--- src/rtl/max_pool_layer.sv ---
// 2x2 stride-2 max pooling over a raster-order pixel stream, one pixel per accepted cycle.
// Each channel is pooled independently using signed comparison at full WIDTH.
// Even-column pixels park in a hold register. Odd columns form a horizontal pair maximum.
// On even rows the pair maximum goes to a half-width line buffer. On odd rows it is
// merged with the stored value from the row above and registered as the output.
// Optional feature: define MAX_POOL_RELU_EN to clamp negative output channels to zero (fused ReLU).
module max_pool_layer #(
   parameter int unsigned WIDTH        = 16,
   parameter int unsigned CHANNELS     = 5,
   parameter int unsigned IMAGE_WIDTH  = 60,
   parameter int unsigned IMAGE_HEIGHT = 28
) (
   input  logic                      clk,
   input  logic                      rst,
   input  logic                      clk_en,
   input  logic [CHANNELS*WIDTH-1:0] input_data,
   input  logic                      input_valid,
   output logic [CHANNELS*WIDTH-1:0] output_data,
   output logic                      output_valid
);

   localparam int unsigned DATA_W   = CHANNELS * WIDTH;
   localparam int unsigned COL_W    = (IMAGE_WIDTH > 1) ? $clog2(IMAGE_WIDTH) : 1;
   localparam int unsigned ROW_W    = (IMAGE_HEIGHT > 1) ? $clog2(IMAGE_HEIGHT) : 1;
   localparam int unsigned LB_DEPTH = IMAGE_WIDTH / 2;
   localparam int unsigned LB_AW    = (LB_DEPTH > 1) ? $clog2(LB_DEPTH) : 1;

   // Per-channel signed maximum of two packed pixels; ties return either (identical) value.
   function automatic logic [DATA_W-1:0] pix_max(input logic [DATA_W-1:0] a,
                                                 input logic [DATA_W-1:0] b);
      logic [DATA_W-1:0] r;
      r = '0;
      for (int c = 0; c < CHANNELS; c++) begin
         if ($signed(a[c*WIDTH +: WIDTH]) >= $signed(b[c*WIDTH +: WIDTH])) begin
            r[c*WIDTH +: WIDTH] = a[c*WIDTH +: WIDTH];
         end else begin
            r[c*WIDTH +: WIDTH] = b[c*WIDTH +: WIDTH];
         end
      end
      return r;
   endfunction

`ifdef MAX_POOL_RELU_EN
   // Clamp each negative channel to zero.
   function automatic logic [DATA_W-1:0] pix_relu(input logic [DATA_W-1:0] a);
      logic [DATA_W-1:0] r;
      r = a;
      for (int c = 0; c < CHANNELS; c++) begin
         if (a[c*WIDTH + WIDTH - 1]) begin
            r[c*WIDTH +: WIDTH] = '0;
         end
      end
      return r;
   endfunction
`endif

   logic [COL_W-1:0]  col_q, col_next;
   logic [ROW_W-1:0]  row_q, row_next;
   logic [DATA_W-1:0] hold_q;
   logic [DATA_W-1:0] line_buf [LB_DEPTH];

   logic              accept;
   logic              odd_col, odd_row;
   logic [LB_AW-1:0]  lb_idx;
   logic [DATA_W-1:0] lb_rd;
   logic [DATA_W-1:0] pair_max;
   logic [DATA_W-1:0] win_max;
   logic [DATA_W-1:0] pool_out;

   assign accept  = clk_en && input_valid;
   assign odd_col = col_q[0];
   assign odd_row = row_q[0];
   assign lb_idx  = LB_AW'(col_q >> 1);
   assign lb_rd   = line_buf[lb_idx];

   // Next column/row position after an accepted pixel, wrapping at row and frame ends.
   always_comb begin
      col_next = col_q;
      row_next = row_q;
      if (col_q == COL_W'(IMAGE_WIDTH - 1)) begin
         col_next = '0;
         if (row_q == ROW_W'(IMAGE_HEIGHT - 1)) begin
            row_next = '0;
         end else begin
            row_next = row_q + 1'b1;
         end
      end else begin
         col_next = col_q + 1'b1;
      end
   end

   // Horizontal pair maximum, vertical merge with the buffered row, optional ReLU.
   always_comb begin
      pair_max = pix_max(hold_q, input_data);
      win_max  = pix_max(pair_max, lb_rd);
`ifdef MAX_POOL_RELU_EN
      pool_out = pix_relu(win_max);
`else
      pool_out = win_max;
`endif
   end

   // Position counters, hold register and registered output; reset wins over clk_en.
   always_ff @(posedge clk) begin
      if (rst) begin
         col_q        <= '0;
         row_q        <= '0;
         hold_q       <= '0;
         output_data  <= '0;
         output_valid <= 1'b0;
      end else if (clk_en) begin
         output_valid <= 1'b0;
         if (input_valid) begin
            col_q <= col_next;
            row_q <= row_next;
            if (!odd_col) begin
               hold_q <= input_data;
            end else if (odd_row) begin
               output_data  <= pool_out;
               output_valid <= 1'b1;
            end
         end
      end
   end

   // Line buffer: written on even-row, odd-column pixels; no reset since reads follow writes.
   always_ff @(posedge clk) begin
      if (!rst && accept && odd_col && !odd_row) begin
         line_buf[lb_idx] <= pair_max;
      end
   end

endmodule

--- config.mk ---
export PLATFORM = sky130hd
export DESIGN_NAME = max_pool_layer
export DESIGN_NICKNAME = d
export VERILOG_FILES = /design/src/rtl/max_pool_layer.sv
export SDC_FILE = /design/constraint.sdc
export NUM_CORES = 2
export LEC_CHECK = 0
export ABC_AREA = 0
export BUFFER_PORTS_ARGS = -buffer_cell sky130_fd_sc_hd__clkbuf_2
export CORE_AREA = 2 2 425 427
export DETAILED_ROUTE_END_ITERATION = 8
export DIE_AREA = 0 0 427 429
export GPL_TIMING_DRIVEN = 1
export PLACE_DENSITY = 0.74
export RECOVER_POWER = 50
export SYNTH_ARGS = -nofsm -noshare
export SYNTH_HDL_FRONTEND = slang
export SYNTH_SLANG_ARGS = --single-unit
--- constraint.sdc ---
create_clock -name clk -period 11.22 [get_ports clk]
set_clock_uncertainty 0.1 [all_clocks]
set_input_delay 0.561 -clock clk [delete_from_list [all_inputs] [get_ports clk]]
set_output_delay 0.561 -clock clk [all_outputs]
set_load 0.02 [all_outputs]
==> results.cfg <==
[timing]
slew_headroom_pct = -242.5
hold_ws_ns = 0.3709
hold_viol = 0
clock.fmax_ghz = 0.1288
rsz0062_at_grt = false
worst_pin_slew_ns = 5.138
slew_violations = 1202
fin_crit_ns = 7.763
setup_violations = 0
final.setup.tns_ns = 0
post-route-period-util_pct = 69.19

[worst_setup_path]
reg2reg_depth = 6
start_kind = primary input
required_ns = 11.63
cp_max_fo = 41
crit_type = primary input to register
r2r_start = col_q[0]$_SDFFE_PP0P_
reg2reg_to = line_buf[7][72]$_DFFE_PP_
slowest_stage = clkbuf_1
path_cells = clkbuf_1 > or3_1 > or2_0 > nor2_1 > clkbuf_1 > buf_4
critPathMaxStageDelay_ns = 3.24
regToRegSetupSlack_ns = 3.58
cp.arrival_ns = 8.17
cp-end-kind = register
cp_common_cell = clkbuf_1

[global_routing]
grt_pass1_wl_um = 394100
use_met1_pct = 42.34
grt_usage_pct = 30.31
antenna_found_initial = 12
grt_pass1_vias = 55560
grt.overflow.total = 0
grt_max_degree = 131
gr-usage-met3_pct = 5.448
grtUsageMet2_pct = 47.82
grt_busiest_layer = met2

[layout]
layout-drive-gt1-share_pct = 21.22
seqCellArea_mm2 = 0.07563
most-common-layout-cells = edfxtp_1 (2400), mux4_2 (601), nand2_1 (375)
final_common_cell = edfxtp_1
final_nets = 5870
finish.utilization_pct = 64.72
stdcell_area_mm2 = 0.1152
multi_input_area_mm2 = 0.02557
area_growth_pct = 11.71
fillers = 11680

[clock_tree]
cts_num_sinks = 2577
clk_pin_slew_ns = 0.06
clockBufferDepth = 3
clock_latency_ns = 0.90
cts_root_buffer = clkbuf_16
cts_tree = done
h-tree-depth = 4
numCtsBuffers = 239
cts_setup_buffers = 0

[status]
failed_checks = max-capacitance violations, max-slew violations
outcome = complete, but fails checks

[floorplanning]
initial_core_util_pct = 57.94
placementRows = 155
ios = 165
die_x_um = 427
core_mm2 = 0.1780
die_h_um = 429
dieArea_mm2 = 0.1832

[synthesis]
synthesis.area_mm2 = 0.1031
synthesis.nets = 5520
yosys_warnings = 0
synthCells = 5274
syn_avg_cell_area_um2 = 19.56
async_flop_share_pct = 0
dominantRegCellSynth = edfxtp_1
ys_ff_latch = 2577
synth_edf_count = 2400
ys_types = 79
seq_area_frac_synth_pct = 73.30

[route]
routed_wl_um = 274800
first_iter_violations = 8167
via_count = 55170
drc = 0
dr.pass1.iters = 6
routedWlPerCell_um = 33.54
antenna_left = 0
viasPerCell = 6.732

[power_and_ir_drop]
p_int_w = 0.01556
swShare_pct = 21.10
clockPowerShare_pct = 41.6
comb_power_share_pct = 4.1
power_density_mw_per_mm2 = 171.2
p_switching_w = 0.004163
ir_worst_vdd_uv = 176.8
seq_power_share_pct = 54.3
leakage_nw = 37.24

[flow_run]
timing.max_cap.violations = 44

[worst_hold_path]
min_from = hold_q[44]$_SDFFE_PP0P_
hold_class = register to register
min_to = hold_q[44]$_SDFFE_PP0P_
whs_path_depth = 2

[placement]
io_buffers = 164
placed_area_mm2 = 0.1066
hpwlAfterDp_um = 147100
place_congestion = 0.8532
cells in the mapped netlist, drive strengths merged, types with 75 or more instances:
| library cell | instances | share of area (%) |
|---|---|---|
| ha | 162 | 2.0 |
| dfxtp | 177 | 3.4 |
| buf | 160 | 1.1 |
| edfxtp | 2400 | 70 |
| clkbuf | 121 | 0.44 |
| mux2 | 112 | 1.3 |
| nand3 | 75 | 0.36 |
| mux4 | 601 | 13 |
| nand2 | 377 | 1.4 |
| nor2 | 109 | 0.40 |
| mux2i | 173 | 1.7 |
| a21oi | 185 | 0.91 |
| inv | 113 | 0.41 |
power groups by stage:
stage          registers (W)  clock network [W]  logic [W]
2_1_floorplan         0.0109                  0   0.000521
3_3_place_gp          0.0109                  0   0.000741
3_5_place_dp          0.0109                  0   0.000774
4_1_cts               0.0107            0.00826   0.000807
5_1_grt               0.0107            0.00863   0.000872
6_report              0.0107            0.00821   0.000809
critical path: cells and delay by family:
kind,cells,cell delay (ns)
buffers and inverters,3,4.94
AND/OR/NAND/NOR,3,2.56
final cells by class:
class                   count  share of cell area [%]
flip-flops and latches   2577                   65.64
multi-input cells        2302                   22.19
clock buffers             303                   5.515
well taps                2355                   2.557
repair buffers            390                   2.314
clock inverters           149                   1.392
inverters                 114                  0.3822
diodes                      4                0.008687
how the worst max path moves through the flow:
| stage | startpoint | end | slack, ns |
|---|---|---|---|
| after floorplan | clk_en | line_buf[24][0]$_DFFE_PP_ | 5.76 |
| after global routing | rst | line_buf[7][35]$_DFFE_PP_ | 3.43 |
| after detailed placement | input_data[31] | output_data[24]$_SDFFE_PP0P_ | 4.75 |
| after global placement | register | output_data[23]$_SDFFE_PP0P_ | 5.10 |
| final | rst | line_buf[7][72]$_DFFE_PP_ | 3.46 |
| after CTS | register | output_data[24]$_SDFFE_PP0P_ | 4.85 |
kinds of logic after synthesis:
family,count (synthesis),synth area share [%]
DFF,2577,73.30
muxes,886,16.08
and+or+nand+nor,691,2.928
AOI/OAI and AO/OA,559,3.752
buffers and inverters,395,1.938
adders and majority gates,162,1.965
xor gates and xnor gates,4,0.03397
per-stage QoR:
stage / setup WS, ns / power (W) / cells
final: 3.457 / 0.01973 / 8194
after global routing: 3.427 / 0.02021 / 8191
after CTS: 4.849 / 0.01977 / 8190
after detailed placement: 4.746 / 0.01168 / 7628
after global placement: 5.096 / 0.01164 / 7628
after floorplan: 5.756 / 0.01142 / 5274
what timing repair did:
item	CTS	global route
endpoints found under the hold margin	86	0
hold buffers	110	0
resized for setup	0	0
sequential cells by signal (all words and copies together), names as in the netlist, named ones only:
name	cells
hold_q	80
output_data	80
output_valid	1
col_q	6
row_q	5
line_buf	2400
metal layers:
metal	share of wire (%)	vias to the layer above	routed length, µm
met3	11	596	29930
met5	0.0051	-	14
met4	4.8	2	13240
met1	36	28560	99840
met2	48	3646	131800
li1	-	22360	-
(Power assumes the default switching activity.)
